`config.mk`:
```
export PLATFORM = sky130hd
export DESIGN_NAME = ctrl_decode_stage
export DESIGN_NICKNAME = d
export VERILOG_FILES = /design/src/rtl/riscv_ctrl_pkg.sv /design/src/rtl/ctrl_decode_comb.sv /design/src/rtl/ctrl_decode_stage.sv
export SDC_FILE = /design/constraint.sdc
export NUM_CORES = 1
export LEC_CHECK = 0
export BUFFER_PORTS_ARGS = -buffer_cell sky130_fd_sc_hd__buf_2
export CAP_MARGIN = 15
export CORE_AREA = 10 10 158 160
export CTS_BUF_LIST = sky130_fd_sc_hd__clkbuf_8
export DETAILED_ROUTE_END_ITERATION = 10
export DIE_AREA = 0 0 168 170
export GPL_ROUTABILITY_DRIVEN = 1
export SYNTH_ARGS = -nofsm -noshare
export SYNTH_HDL_FRONTEND = slang
export SYNTH_SLANG_ARGS = --single-unit
```
`constraint.sdc`:
```
create_clock -name clk -period 2 [get_ports clk]
set_input_delay 0.3 -clock clk [delete_from_list [all_inputs] [get_ports clk]]
set_output_delay 0.3 -clock clk [all_outputs]
set_load 0.01 [all_outputs]
```
`src/rtl/riscv_ctrl_pkg.sv`:
```
// Shared RV32I control-decode types: opcode map, field encodings and the control bundle.
package riscv_ctrl_pkg;

   typedef enum logic [6:0] {
      OP_LOAD   = 7'b0000011,
      OP_STORE  = 7'b0100011,
      OP_R      = 7'b0110011,
      OP_I      = 7'b0010011,
      OP_BRANCH = 7'b1100011,
      OP_JAL    = 7'b1101111,
      OP_JALR   = 7'b1100111,
      OP_LUI    = 7'b0110111,
      OP_AUIPC  = 7'b0010111
   } opcode_e;

   localparam logic [2:0] IMM_I = 3'b000;
   localparam logic [2:0] IMM_S = 3'b001;
   localparam logic [2:0] IMM_B = 3'b010;
   localparam logic [2:0] IMM_J = 3'b011;
   localparam logic [2:0] IMM_U = 3'b100;

   localparam logic [1:0] RES_ALU = 2'b00;
   localparam logic [1:0] RES_MEM = 2'b01;
   localparam logic [1:0] RES_PC4 = 2'b10;
   localparam logic [1:0] RES_IMM = 2'b11;

   localparam logic [1:0] ALU_ADD = 2'b00;
   localparam logic [1:0] ALU_BR  = 2'b01;
   localparam logic [1:0] ALU_FN  = 2'b10;

   // reg_w / mem_w carry {funct3, enable} so EX/MEM see the access width.
   typedef struct packed {
      logic [1:0] alu_op;
      logic       branch;
      logic       jump;
      logic       jalr;
      logic       alu_a_pc;
      logic [1:0] result_src;
      logic [3:0] mem_w;
      logic       alu_src;
      logic [2:0] imm_src;
      logic [3:0] reg_w;
   } ctrl_t;

endpackage

```
`src/rtl/ctrl_decode_comb.sv`:
```
// Pure combinational RV32I main decoder: instruction -> control bundle plus illegal flag.
module ctrl_decode_comb
   import riscv_ctrl_pkg::*;
(
   input  logic [31:0] instr,
   output ctrl_t       ctrl,
   output logic        illegal
);

   logic [6:0] opcode;
   logic [2:0] funct3;
   logic [6:0] funct7;
   ctrl_t      raw;
   logic       bad;
   logic       unused_bits;

   assign opcode      = instr[6:0];
   assign funct3      = instr[14:12];
   assign funct7      = instr[31:25];
   assign unused_bits = ^{instr[24:15], instr[11:7]};

   always_comb begin
      raw = '0;
      bad = 1'b0;
      case (opcode)
         OP_LOAD: begin
            raw.reg_w      = {funct3, 1'b1};
            raw.imm_src    = IMM_I;
            raw.alu_src    = 1'b1;
            raw.result_src = RES_MEM;
            raw.alu_op     = ALU_ADD;
            bad            = (funct3 == 3'd3) || (funct3 >= 3'd6);
         end
         OP_STORE: begin
            raw.mem_w   = {funct3, 1'b1};
            raw.imm_src = IMM_S;
            raw.alu_src = 1'b1;
            raw.alu_op  = ALU_ADD;
            bad         = funct3 > 3'd2;
         end
         OP_R: begin
            raw.reg_w  = {funct3, 1'b1};
            raw.alu_op = ALU_FN;
            // Only base ADD/SUB and SRL/SRA admit the alternate funct7.
            bad = !((funct7 == 7'b0000000) ||
                    ((funct7 == 7'b0100000) && ((funct3 == 3'd0) || (funct3 == 3'd5))));
         end
         OP_I: begin
            raw.reg_w   = {funct3, 1'b1};
            raw.imm_src = IMM_I;
            raw.alu_src = 1'b1;
            raw.alu_op  = ALU_FN;
         end
         OP_BRANCH: begin
            raw.branch  = 1'b1;
            raw.imm_src = IMM_B;
            raw.alu_op  = ALU_BR;
            bad         = (funct3 == 3'd2) || (funct3 == 3'd3);
         end
         OP_JAL: begin
            raw.reg_w      = {funct3, 1'b1};
            raw.jump       = 1'b1;
            raw.imm_src    = IMM_J;
            raw.result_src = RES_PC4;
         end
         OP_JALR: begin
            raw.reg_w      = {funct3, 1'b1};
            raw.jump       = 1'b1;
            raw.jalr       = 1'b1;
            raw.imm_src    = IMM_I;
            raw.alu_src    = 1'b1;
            raw.result_src = RES_PC4;
            raw.alu_op     = ALU_ADD;
            bad            = funct3 != 3'd0;
         end
         OP_LUI: begin
            raw.reg_w      = {funct3, 1'b1};
            raw.imm_src    = IMM_U;
            raw.result_src = RES_IMM;
         end
         OP_AUIPC: begin
            raw.reg_w    = {funct3, 1'b1};
            raw.imm_src  = IMM_U;
            raw.alu_a_pc = 1'b1;
            raw.alu_src  = 1'b1;
            raw.alu_op   = ALU_ADD;
         end
         default: bad = 1'b1;
      endcase
   end

   assign illegal = bad;
   assign ctrl    = bad ? ctrl_t'('0) : raw;

endmodule

```
`src/rtl/ctrl_decode_stage.sv`:
```
// Registered, handshaked ID stage: decoder feeding a 2-entry skid buffer, with flush and illegal count.
module ctrl_decode_stage
   import riscv_ctrl_pkg::*;
#(
   parameter int XLEN      = 32,
   parameter int SKID_EN   = 1,
   parameter int ILL_CNT_W = 8
) (
   input  logic                 clk,
   input  logic                 rst_n,
   input  logic                 in_valid,
   output logic                 in_ready,
   input  logic [31:0]          in_instr,
   input  logic [XLEN-1:0]      in_pc,
   input  logic                 flush,
   output logic                 out_valid,
   input  logic                 out_ready,
   output ctrl_t                out_ctrl,
   output logic [31:0]          out_instr,
   output logic [XLEN-1:0]      out_pc,
   output logic                 out_illegal,
   output logic [ILL_CNT_W-1:0] ill_count
);

   typedef struct packed {
      ctrl_t            ctrl;
      logic [31:0]      instr;
      logic [XLEN-1:0]  pc;
      logic             ill;
   } entry_t;

   ctrl_t  dec_ctrl;
   logic   dec_ill;
   entry_t in_ent, main_q, skid_q;
   logic   main_v, skid_v;
   logic   accept, pop;

   ctrl_decode_comb u_dec (
      .instr   (in_instr),
      .ctrl    (dec_ctrl),
      .illegal (dec_ill)
   );

   assign in_ent = '{ctrl: dec_ctrl, instr: in_instr, pc: in_pc, ill: dec_ill};

   // Skid mode keeps in_ready purely registered; single-register mode trades that for no skid.
   generate
      if (SKID_EN != 0) begin : g_skid
         assign in_ready = !skid_v;
      end else begin : g_single
         assign in_ready = !main_v || out_ready;
      end
   endgenerate

   assign accept = in_valid && in_ready;
   assign pop    = main_v && out_ready;

   always_ff @(posedge clk or negedge rst_n) begin
      if (!rst_n) begin
         main_v <= 1'b0;
         skid_v <= 1'b0;
         main_q <= '0;
         skid_q <= '0;
      end else if (flush) begin
         main_v <= 1'b0;
         skid_v <= 1'b0;
      end else if (pop) begin
         if (skid_v) begin
            main_q <= skid_q;
            skid_v <= 1'b0;
         end else begin
            main_v <= accept;
            if (accept) main_q <= in_ent;
         end
      end else if (!main_v) begin
         main_v <= accept;
         if (accept) main_q <= in_ent;
      end else if (accept) begin
         skid_q <= in_ent;
         skid_v <= 1'b1;
      end
   end

   always_ff @(posedge clk or negedge rst_n) begin
      if (!rst_n) begin
         ill_count <= '0;
      end else if (!flush && accept && dec_ill && (ill_count != {ILL_CNT_W{1'b1}})) begin
         ill_count <= ill_count + 1'b1;
      end
   end

   assign out_valid   = main_v;
   assign out_ctrl    = main_q.ctrl;
   assign out_instr   = main_q.instr;
   assign out_pc      = main_q.pc;
   assign out_illegal = main_q.ill;

endmodule

```
==> results of run 1 <==
[sequential cells by signal, summed over array words and instances (netlist names)]
signal / cells
out_illegal: 1
out_pc: 32
out_instr: 32
skid_v: 1
ill_count: 8
out_valid: 1
out_ctrl: 20
skid_q: 84
[critical path, cell delays in order, from the launching register on]
cell                      delay (ns)
sky130_fd_sc_hd__dfrtp_1        0.41
sky130_fd_sc_hd__and3_1         0.21
sky130_fd_sc_hd__and3_1         0.21
sky130_fd_sc_hd__a311o_1        0.38
sky130_fd_sc_hd__a21oi_1        0.18
sky130_fd_sc_hd__mux2_1         0.33
[path summary, 6_finish.rpt]
kind / startpoint / to / slack [ns] / depth (start not counted)
worst max-delay path: ill_count[4]$_DFFE_PN0P_ / ill_count[1]$_DFFE_PN0P_ / 0.17 / 5
worst min register to register: skid_q[62]$_DFFE_PN0P_ / skid_q[62]$_DFFE_PN0P_ / 0.48 / 2
max in group asynchronous: rst_n / out_pc[4]$_DFFE_PN0P_ / 1.04 / 3
worst max register to register: ill_count[4]$_DFFE_PN0P_ / ill_count[1]$_DFFE_PN0P_ / 0.17 / 5
min in group asynchronous: rst_n / ill_count[3]$_DFFE_PN0P_ / 0.31 / 2
worst min-delay path: in_pc[29] / skid_q[30]$_DFFE_PN0P_ / 0.04 / 3
[Yosys cell counts (4+ instances only)]
cell type,instances
sky130_fd_sc_hd__and3_1,4
sky130_fd_sc_hd__a22oi_1,6
sky130_fd_sc_hd__buf_2,6
sky130_fd_sc_hd__nand2_1,223
sky130_fd_sc_hd__dfrtp_1,179
sky130_fd_sc_hd__o22ai_1,77
sky130_fd_sc_hd__o21ai_0,25
sky130_fd_sc_hd__xor2_1,8
sky130_fd_sc_hd__nand4_1,9
sky130_fd_sc_hd__nor2_1,82
sky130_fd_sc_hd__a21oi_1,86
sky130_fd_sc_hd__nand3_1,6
sky130_fd_sc_hd__a31oi_1,7
sky130_fd_sc_hd__clkbuf_1,47
[repair_timing]
item | in CTS | in global routing
hold endpoints to repair | 34 | 0
hold buffers | 1 | 0
endpoints found under the setup margin | 0 | 5
gates resized for setup | 0 | 1
[power by group]
| group | switching [mW] | internal, mW |
|---|---|---|
| Clock | 1.41 | 1.03 |
| Combinational | 1.09 | 0.813 |
| Sequential | 0.414 | 4.31 |
[kinds of logic (layout without fill, tap and decap cells)]
group / count (synthesis) / after routing
buffers and inverters: 61 / 251
multiplexers: 2 / 2
AO/OA/AOI/OAI: 216 / 216
XOR/XNOR: 8 / 8
flip-flops: 179 / 179
AND/OR/NAND/NOR: 343 / 343
adder cells (fa/ha/maj): 1 / 1
[layout make-up]
type                    instances  area, um2
clock buffers                  18        248
multi-input cells             570       2820
fillers                      2117      12300
repair buffers                216       1320
well taps                     280        350
inverters                       3       11.3
clock inverters                14        128
flip-flops and latches        179       4480
[routing by layer]
| metal | wire length, um | share of wire (%) | up-vias |
|---|---|---|---|
| met5 | 0 | 0 | - |
| met4 | 355 | 1.6 | 0 |
| li1 | - | - | 3137 |
| met2 | 11400 | 50 | 161 |
| met1 | 10000 | 44 | 3139 |
| met3 | 1120 | 4.9 | 21 |
==> run summary, run 1 <==
By area, the combinational part of the netlist is dominated by simple AND/OR/NAND/NOR gates. Setup violations remaining at the end of the flow were counted as 0. The number of iterations in the first detailed-routing pass came out at 5. The I/O pin count is roughly 160. At the pin with the least slew margin, the transition time is 0.579 ns.

The count of flip-flops with a built-in enable after synthesis came out at 0. The flip-flop and latch count after synthesis came out at roughly 180. The first global-routing pass estimated about 37000 um of wire. After detailed routing, the number of vias per cell comes to just over 5. The clock tree root driver cell is sky130_fd_sc_hd__clkbuf_8. The final RePlAce weighted congestion is between 0.8 and 0.9. Final hold analysis gives a worst-case slack of ~0.037 ns. The die boundary width came out at ~170 um. The number of buffers between clock root and the deepest sink came out at 2. The most common cell after layout, fill and taps aside is sky130_fd_sc_hd__nand2_1. VDD sags by at most 345 uV. The number of buffers created by CTS is 17.

The leakage power is between 4 and 5 nW. The time the final worst path needs with I/O delays and setup is about 1.8 ns. The adder-cell share of the synthesized area is 0.167%. Once placement completed, the tool counted placed cells totaling ~1200.

The most used flip-flop cell after synthesis is sky130_fd_sc_hd__dfrtp_1. The data arrival time at the worst-slack endpoint is ~2.2 ns. After clock tree synthesis, the clock-pin slew on the worst setup and hold paths is around 0.1 ns. The final route contains about 6500 vias. The path category of the worst min-delay check is primary input to register.

The total inserted antenna cells is 0. The H-tree was split into 4 levels. The ratio of cells with drive above 1 in the final layout is 26.0%.

The cell area after synthesis came out at roughly 7500 um2. The share of synthesized cell area in and, or, nand and nor gates came out at between 15 and 20%. The met1 usage came out at 19.9%. The routed wire length is 22900 um.

The data required time of the worst path came out at 2.36 ns. The smallest setup slack after layout came out at about 0.17 ns. The total area inside the core boundary comes to ~22000 um2. The maximum operating frequency came out at ~0.55 GHz.

The met2 track demand over resource in global routing came out at between 20% and 30%. The warning count from the yosys run is 0. The area fraction of the dominant cell type after synthesis is 59.8%. The floorplan step defined a die boundary enclosing approximately 29000 um2.

TritonCTS built the clock tree. The number of global-route vias before repair is approximately 6600. The area added between synthesis and finish came out at 24.8%. The layer flagged by global routing as most heavily used is met2. The worst-path maximum fanout is 3. The synthesized netlist devotes between 15 and 20% of its cell area to compound gates. The number of library cell types mapped by synthesis is 41. The net count of the finished layout came out at between 1000 and 1500. The half-perimeter wire length after detailed placement came out at about 15000 um. STA classifies the critical path endpoint as a register. In this run the remaining antenna-violating nets after routing total 0.

The worst pin sits at a relative slew slack of roughly 60%. The count of input and output buffers is around 160. The tool flagged a number of max-cap violations equal to 0.

The number of nets handed over by synthesis was slightly below 900. The die height came out at between 150 and 200 um. The number of design-rule violations left by the first detailed-router iteration came out at about 530. The design draws approximately 9.1 mW.

In the final timing run, aggregate negative setup slack is 0 ns. The number of max-slew violations in the final report came to 0. The critical path in this run is classified as register to register. Clock latency on the worst-skew pair, taken at its later pin, is ~0.47 ns. The global-route met3 utilization is 3.85%. For this design the ratio of total power to cell area is 970 nW/um2. The share of the core filled with cells in the final layout came out at between 40% and 50%.

Before CTS, the worst setup slack after placement is -0.471 ns. By area the synthesized netlist is led by sky130_fd_sc_hd__dfrtp_1 (60%), sky130_fd_sc_hd__nand2_1 (11%), sky130_fd_sc_hd__o22ai_1 (6.4%). After technology mapping, the gate count stands at 810. In the final routed layout, each cell accounts on average for between 15 and 20 um. STA classifies the critical path startpoint as a register. Each instance of the synthesized netlist takes up on average approximately 9 um2. The setup clock skew after layout is 0.00996 ns.

The async set-or-reset flop fraction in the synthesized netlist is 100%. The placement row count is 54. The sequential element share of the synthesized area is 59.8%.

The total count of hold-check failures in the final report is 0. For this configuration, the core starts out at a cell density of between 30% and 40%. The total congestion overflow after global routing came out at 0. The post-CTS setup repair buffer count came out at 0. Leaving out fill and tap cells, the most frequent cells in the layout are sky130_fd_sc_hd__nand2_1 (222), sky130_fd_sc_hd__dfrtp_1 (179), sky130_fd_sc_hd__buf_2 (162). The final routed DRC violation total is 0. Summing all placed instances gives a cell area of 8960 um2. The post-synthesis share of cell area spent on xor and xnor gates came out at 0.935%. The share of synthesized area spent on multiplexers is less than 1%. Clock tree synthesis found a total of about 180 sinks. The final clock period utilization by the worst path came out at about nine tenths. The run finished with clean final reports. The number of antenna violations at the first check in global routing is 0. The final non-filler cell area is about 9400 um2. Setup repair after global routing left no endpoint under its margin.

The synthesized design spends more area on one cell type than any other, namely sky130_fd_sc_hd__dfrtp_1. The maximum number of pins on one net before global-route repair is 66. For this run, the total global-route usage over all layers was measured as approximately 16%. The number of standard cells in the final layout excluding fillers came out at between 1000 and 1500.
No activity file was read; power rests on OpenSTA's default activity.
==> run 2, diff against run 1 <==
--- a/config.mk
+++ b/config.mk
@@ -12,6 +12,7 @@
 export DETAILED_ROUTE_END_ITERATION = 10
 export DIE_AREA = 0 0 168 170
 export GPL_ROUTABILITY_DRIVEN = 1
+export REMOVE_ABC_BUFFERS = 1
 export SYNTH_ARGS = -nofsm -noshare
 export SYNTH_HDL_FRONTEND = slang
 export SYNTH_SLANG_ARGS = --single-unit
==> run 2 against run 1 <==
  * Count of clock-buffer cells in the layout unchanged
  * Sequential power about the same
  * Flip-flop and latch count unchanged
  * First-iteration DRC count increased by 1.9%
  * Combinational power about the same
  * Clock power decreased by 2%
  * Design area increased by 1.3%
  * Critical path depth unchanged
  * Hold slack improved by 0.0016 ns
  * Register-to-register slack got worse by 0.05 ns
  * Sequential share of layout area decreased by 0.63 points
  * Critical endpoint unchanged
  * Largest cell class unchanged
==> run summary, run 2 (synthesis results as in run 1) <==
The post-CTS setup repair buffer count is 0 (unchanged). The number of buffers created by CTS came out at 17 (unchanged). The proportion of total power due to net switching came out at 32.8% (+0.62 points).

The number of H-tree branching levels is 4 (unchanged). The overall die area is 28600 um2 (unchanged). The clock tree root driver cell is sky130_fd_sc_hd__clkbuf_8. The data arrival time at the worst-slack endpoint came out at 2.23 ns (+0.04 ns).

The accumulated negative setup slack came out at 0 ns (unchanged). The clock network latency to the later pin of the worst-skew pair is 0.46 ns (about the same). The internal power consumption is 6.08 mW (-1.4%).

The total of endpoints with negative setup slack in the final report came out at 0 (unchanged). The number of instances on the worst hold path came out at 3 (unchanged). The endpoint identified for the worst register-to-register timing path is ill_count[1]$_DFFE_PN0P_. The half-perimeter wire length after detailed placement came out at 15300 um (-1.4%).

STA classifies the critical path startpoint as a register. The I/O pin count came out at 164 (unchanged). The critical-path cell with the highest stage delay is sky130_fd_sc_hd__dfrtp_1.

The area added between synthesis and finish came out at 26.5%. The total congestion overflow after global routing came out at 0 (unchanged). The actual slew at the worst max-slew pin is 0.580 ns (+0.000825 ns).

The smallest setup slack after layout was 0.121 ns (-0.0457 ns). In this run the worst hold path is classified as primary input to register. The final RePlAce weighted congestion came out at 0.794 (-8.2%). The post-placement cell area came out at 9010 um2 (+0.54%).

In the layout the commonest cells are sky130_fd_sc_hd__nand2_1 (222), sky130_fd_sc_hd__dfrtp_1 (179), sky130_fd_sc_hd__buf_2 (162). The startpoint identified for the worst register-to-register timing path is ill_count[4]$_DFFE_PN0P_. The routed wire length came out at 22500 um (-1.6%). The wire length of the first global-routing pass is 36600 um (-1.1%). The power spent charging and discharging nets came out at 2.96 mW (+1.5%).

The number of design-rule violations left by the first detailed-router iteration is 541 (+1.9%). The data required time of the worst path came out at 2.35 ns (about the same). The number of flip-flops under the largest register name came out at 84 (unchanged). The clock net sink count came out at 179 (unchanged). The endpoint of the worst hold-timing path is skid_q[51]$_DFFE_PN0P_. The detailed-route vias per instance was 5.05 (about the same). The total via count in the routed design came out at 6540 (+1.3%).

The maximum ir drop on the vdd rail was 389 uV (+13%). The leakage power was 4.59 nW (+1.2%). The max-capacitance violation count came out at 0 (unchanged). The final routed DRC violation total came out at 0 (unchanged). The post-route antenna net violation count is 0 (unchanged). The flow ran to the end, and the final reports show no timing, DRC or antenna violations. The critical setup path kind is register to register. The maximum operating frequency came to 0.532 GHz (-2.4%).

The area inside the core boundary is 21700 um2 (unchanged). The total power consumption of the routed design came out at 9.03 mW (-0.44%). The initial core utilization is 34.6% (unchanged).

The met2 track demand over resource in global routing was 24.8% (-1.9 points). The final non-filler cell area is 9480 um2 (+1.3%). The met1 usage came out at 20.8% (+0.82 points). The ratio of cells with drive above 1 in the final layout is 26.0% (-0.038 points).

Setup repair after global routing left no endpoint under its margin. The die boundary width is 168 um (unchanged). The net count of the finished layout was 1070 (+1.2%).

The die height is 170 um (unchanged). STA classifies the critical path endpoint as a register. The average wire length per cell after detail routing came out at 17.4 um (-2.8%). The share of the core filled with cells in the final layout came to 43.7% (+0.58 points). The power density over the cells is 953 nW/um2 (-1.8%). The number of gates resized after cts is 0 (unchanged). The aggregate global-route resource usage came out at 15.6% (-0.27 points). The total count of hold-check failures in the final report is 0 (unchanged).

skid_q holds more flip-flops than any other register. The critical path goes through and3_1 > and3_1 > a311o_1 > a21oi_1 > mux2_1. The maximum number of pins on one net before global-route repair came out at 55 (-17%). The clock tree from TritonCTS is done. The setup slack of the worst register-to-register path came out at 0.12 ns (-0.05 ns). The global-route met3 utilization came to 3.92% (+0.069 points). The library cell used most frequently in the layout, excluding fill and tap cells, is sky130_fd_sc_hd__nand2_1. The portion of total power attributed to the clock network came out at 26.6% (-0.4 points). In this run the most used layer during global routing was met2.

The number of buffers between clock root and the deepest sink came out at 2 (unchanged). The post-cts hold buffer count came out at 9 (+8). The worst-path maximum fanout is 3 (unchanged). The number of antenna violations at the first check in global routing is 3 (+3).

The delay of the slowest cell on the worst path is 0.41 ns (about the same). The headroom to the max-slew limit is 61.4% (about the same). The placement row count came to 54 (unchanged). The count of input and output buffers came to 163 (unchanged).

The post-place setup slack is -0.411 ns (+0.0603 ns). The startpoint of the tightest hold check path is in_instr[18]. The time the final worst path needs with I/O delays and setup came out at 1.88 ns (+0.0457 ns). The relative contribution of sequential cells to total power is 52.2% (about the same).

The depth of the most critical reg-to-reg path is 5 (unchanged). The clock transition at the registers of the reported paths is 0.10 ns (about the same). By instance count, the cell type seen most on the critical path is sky130_fd_sc_hd__and3_1. The number of global-route vias before repair was 6641 (+0.15%). The final clock period utilization by the worst path came out at 93.9% (+2.3 points).

The number of max-slew violations in the final report is 0 (unchanged). The number of iterations in the first detailed-routing pass is 7 (+2). The setup clock skew after layout came out at 0.0116 ns (+0.00167 ns). The combinational fraction of design power came out at 21.3% (+0.3 points).
run 2: how the worst max path moves through the flow:
stage | endpoint | startpoint | depth (start not counted) | slack (ns)
final | ill_count[1]$_DFFE_PN0P_ | ill_count[4]$_DFFE_PN0P_ | 5 | 0.12
after global routing | ill_count[1]$_DFFE_PN0P_ | ill_count[4]$_DFFE_PN0P_ | 5 | 0.03
after CTS | out_ctrl[3]$_DFFE_PN0P_ | in_instr[28] | 7 | 0.09
after detailed placement | out_ctrl[3]$_DFFE_PN0P_ | in_instr[28] | 7 | -0.41
after global placement | out_ctrl[3]$_DFFE_PN0P_ | in_instr[28] | 7 | -0.42
after floorplan | skid_q[79]$_DFFE_PN0P_ | skid_v$_DFFE_PN0P_ | 4 | -3.91
run 2: final cells by class:
class                      instances  area [um2]
clock buffer                      18         248
inverter                           3        11.3
timing repair buffer             229        1440
clock inverter                    14         123
tap                              280         350
sequential                       179        4480
antenna                            3        7.51
fill                            2154       12200
multi-input combinational        570        2820
run 2: metrics by stage:
stage | hold slack (ns) | instances
after floorplan | 0.00441 | 752
after global placement | 0.317 | 1252
after detailed placement | 0.318 | 1252
after CTS | 0.00185 | 1293
after global routing | 0.00478 | 1295
final | 0.0389 | 1296
run 2: power by group through the flow:
stage               sequential, mW  combinational, mW  clock, mW
detailed placement            4.78               1.95          0
floorplan                     4.90              0.814          0
finish                        4.71               1.92       2.40
global route                  4.80               2.18       2.63
CTS                           4.71               1.97       2.47
global placement              4.77               1.91          0
run 2: critical path: cells and delay by family (launching register included):
kind	cells	cell delay (ns)
AOI/OAI and AO/OA	2	0.59
muxes	1	0.35
DFF	1	0.41
and+or+nand+nor	2	0.43
run 2: per-layer routing:
| metal | part of all wire (%) | wire (um) | vias to the layer above |
|---|---|---|---|
| li1 | - | - | 3172 |
| met1 | 47 | 10500 | 3200 |
| met2 | 48 | 10800 | 152 |
| met3 | 4.6 | 1030 | 16 |
| met4 | 0.99 | 222 | 0 |
| met5 | 0 | 0 | - |
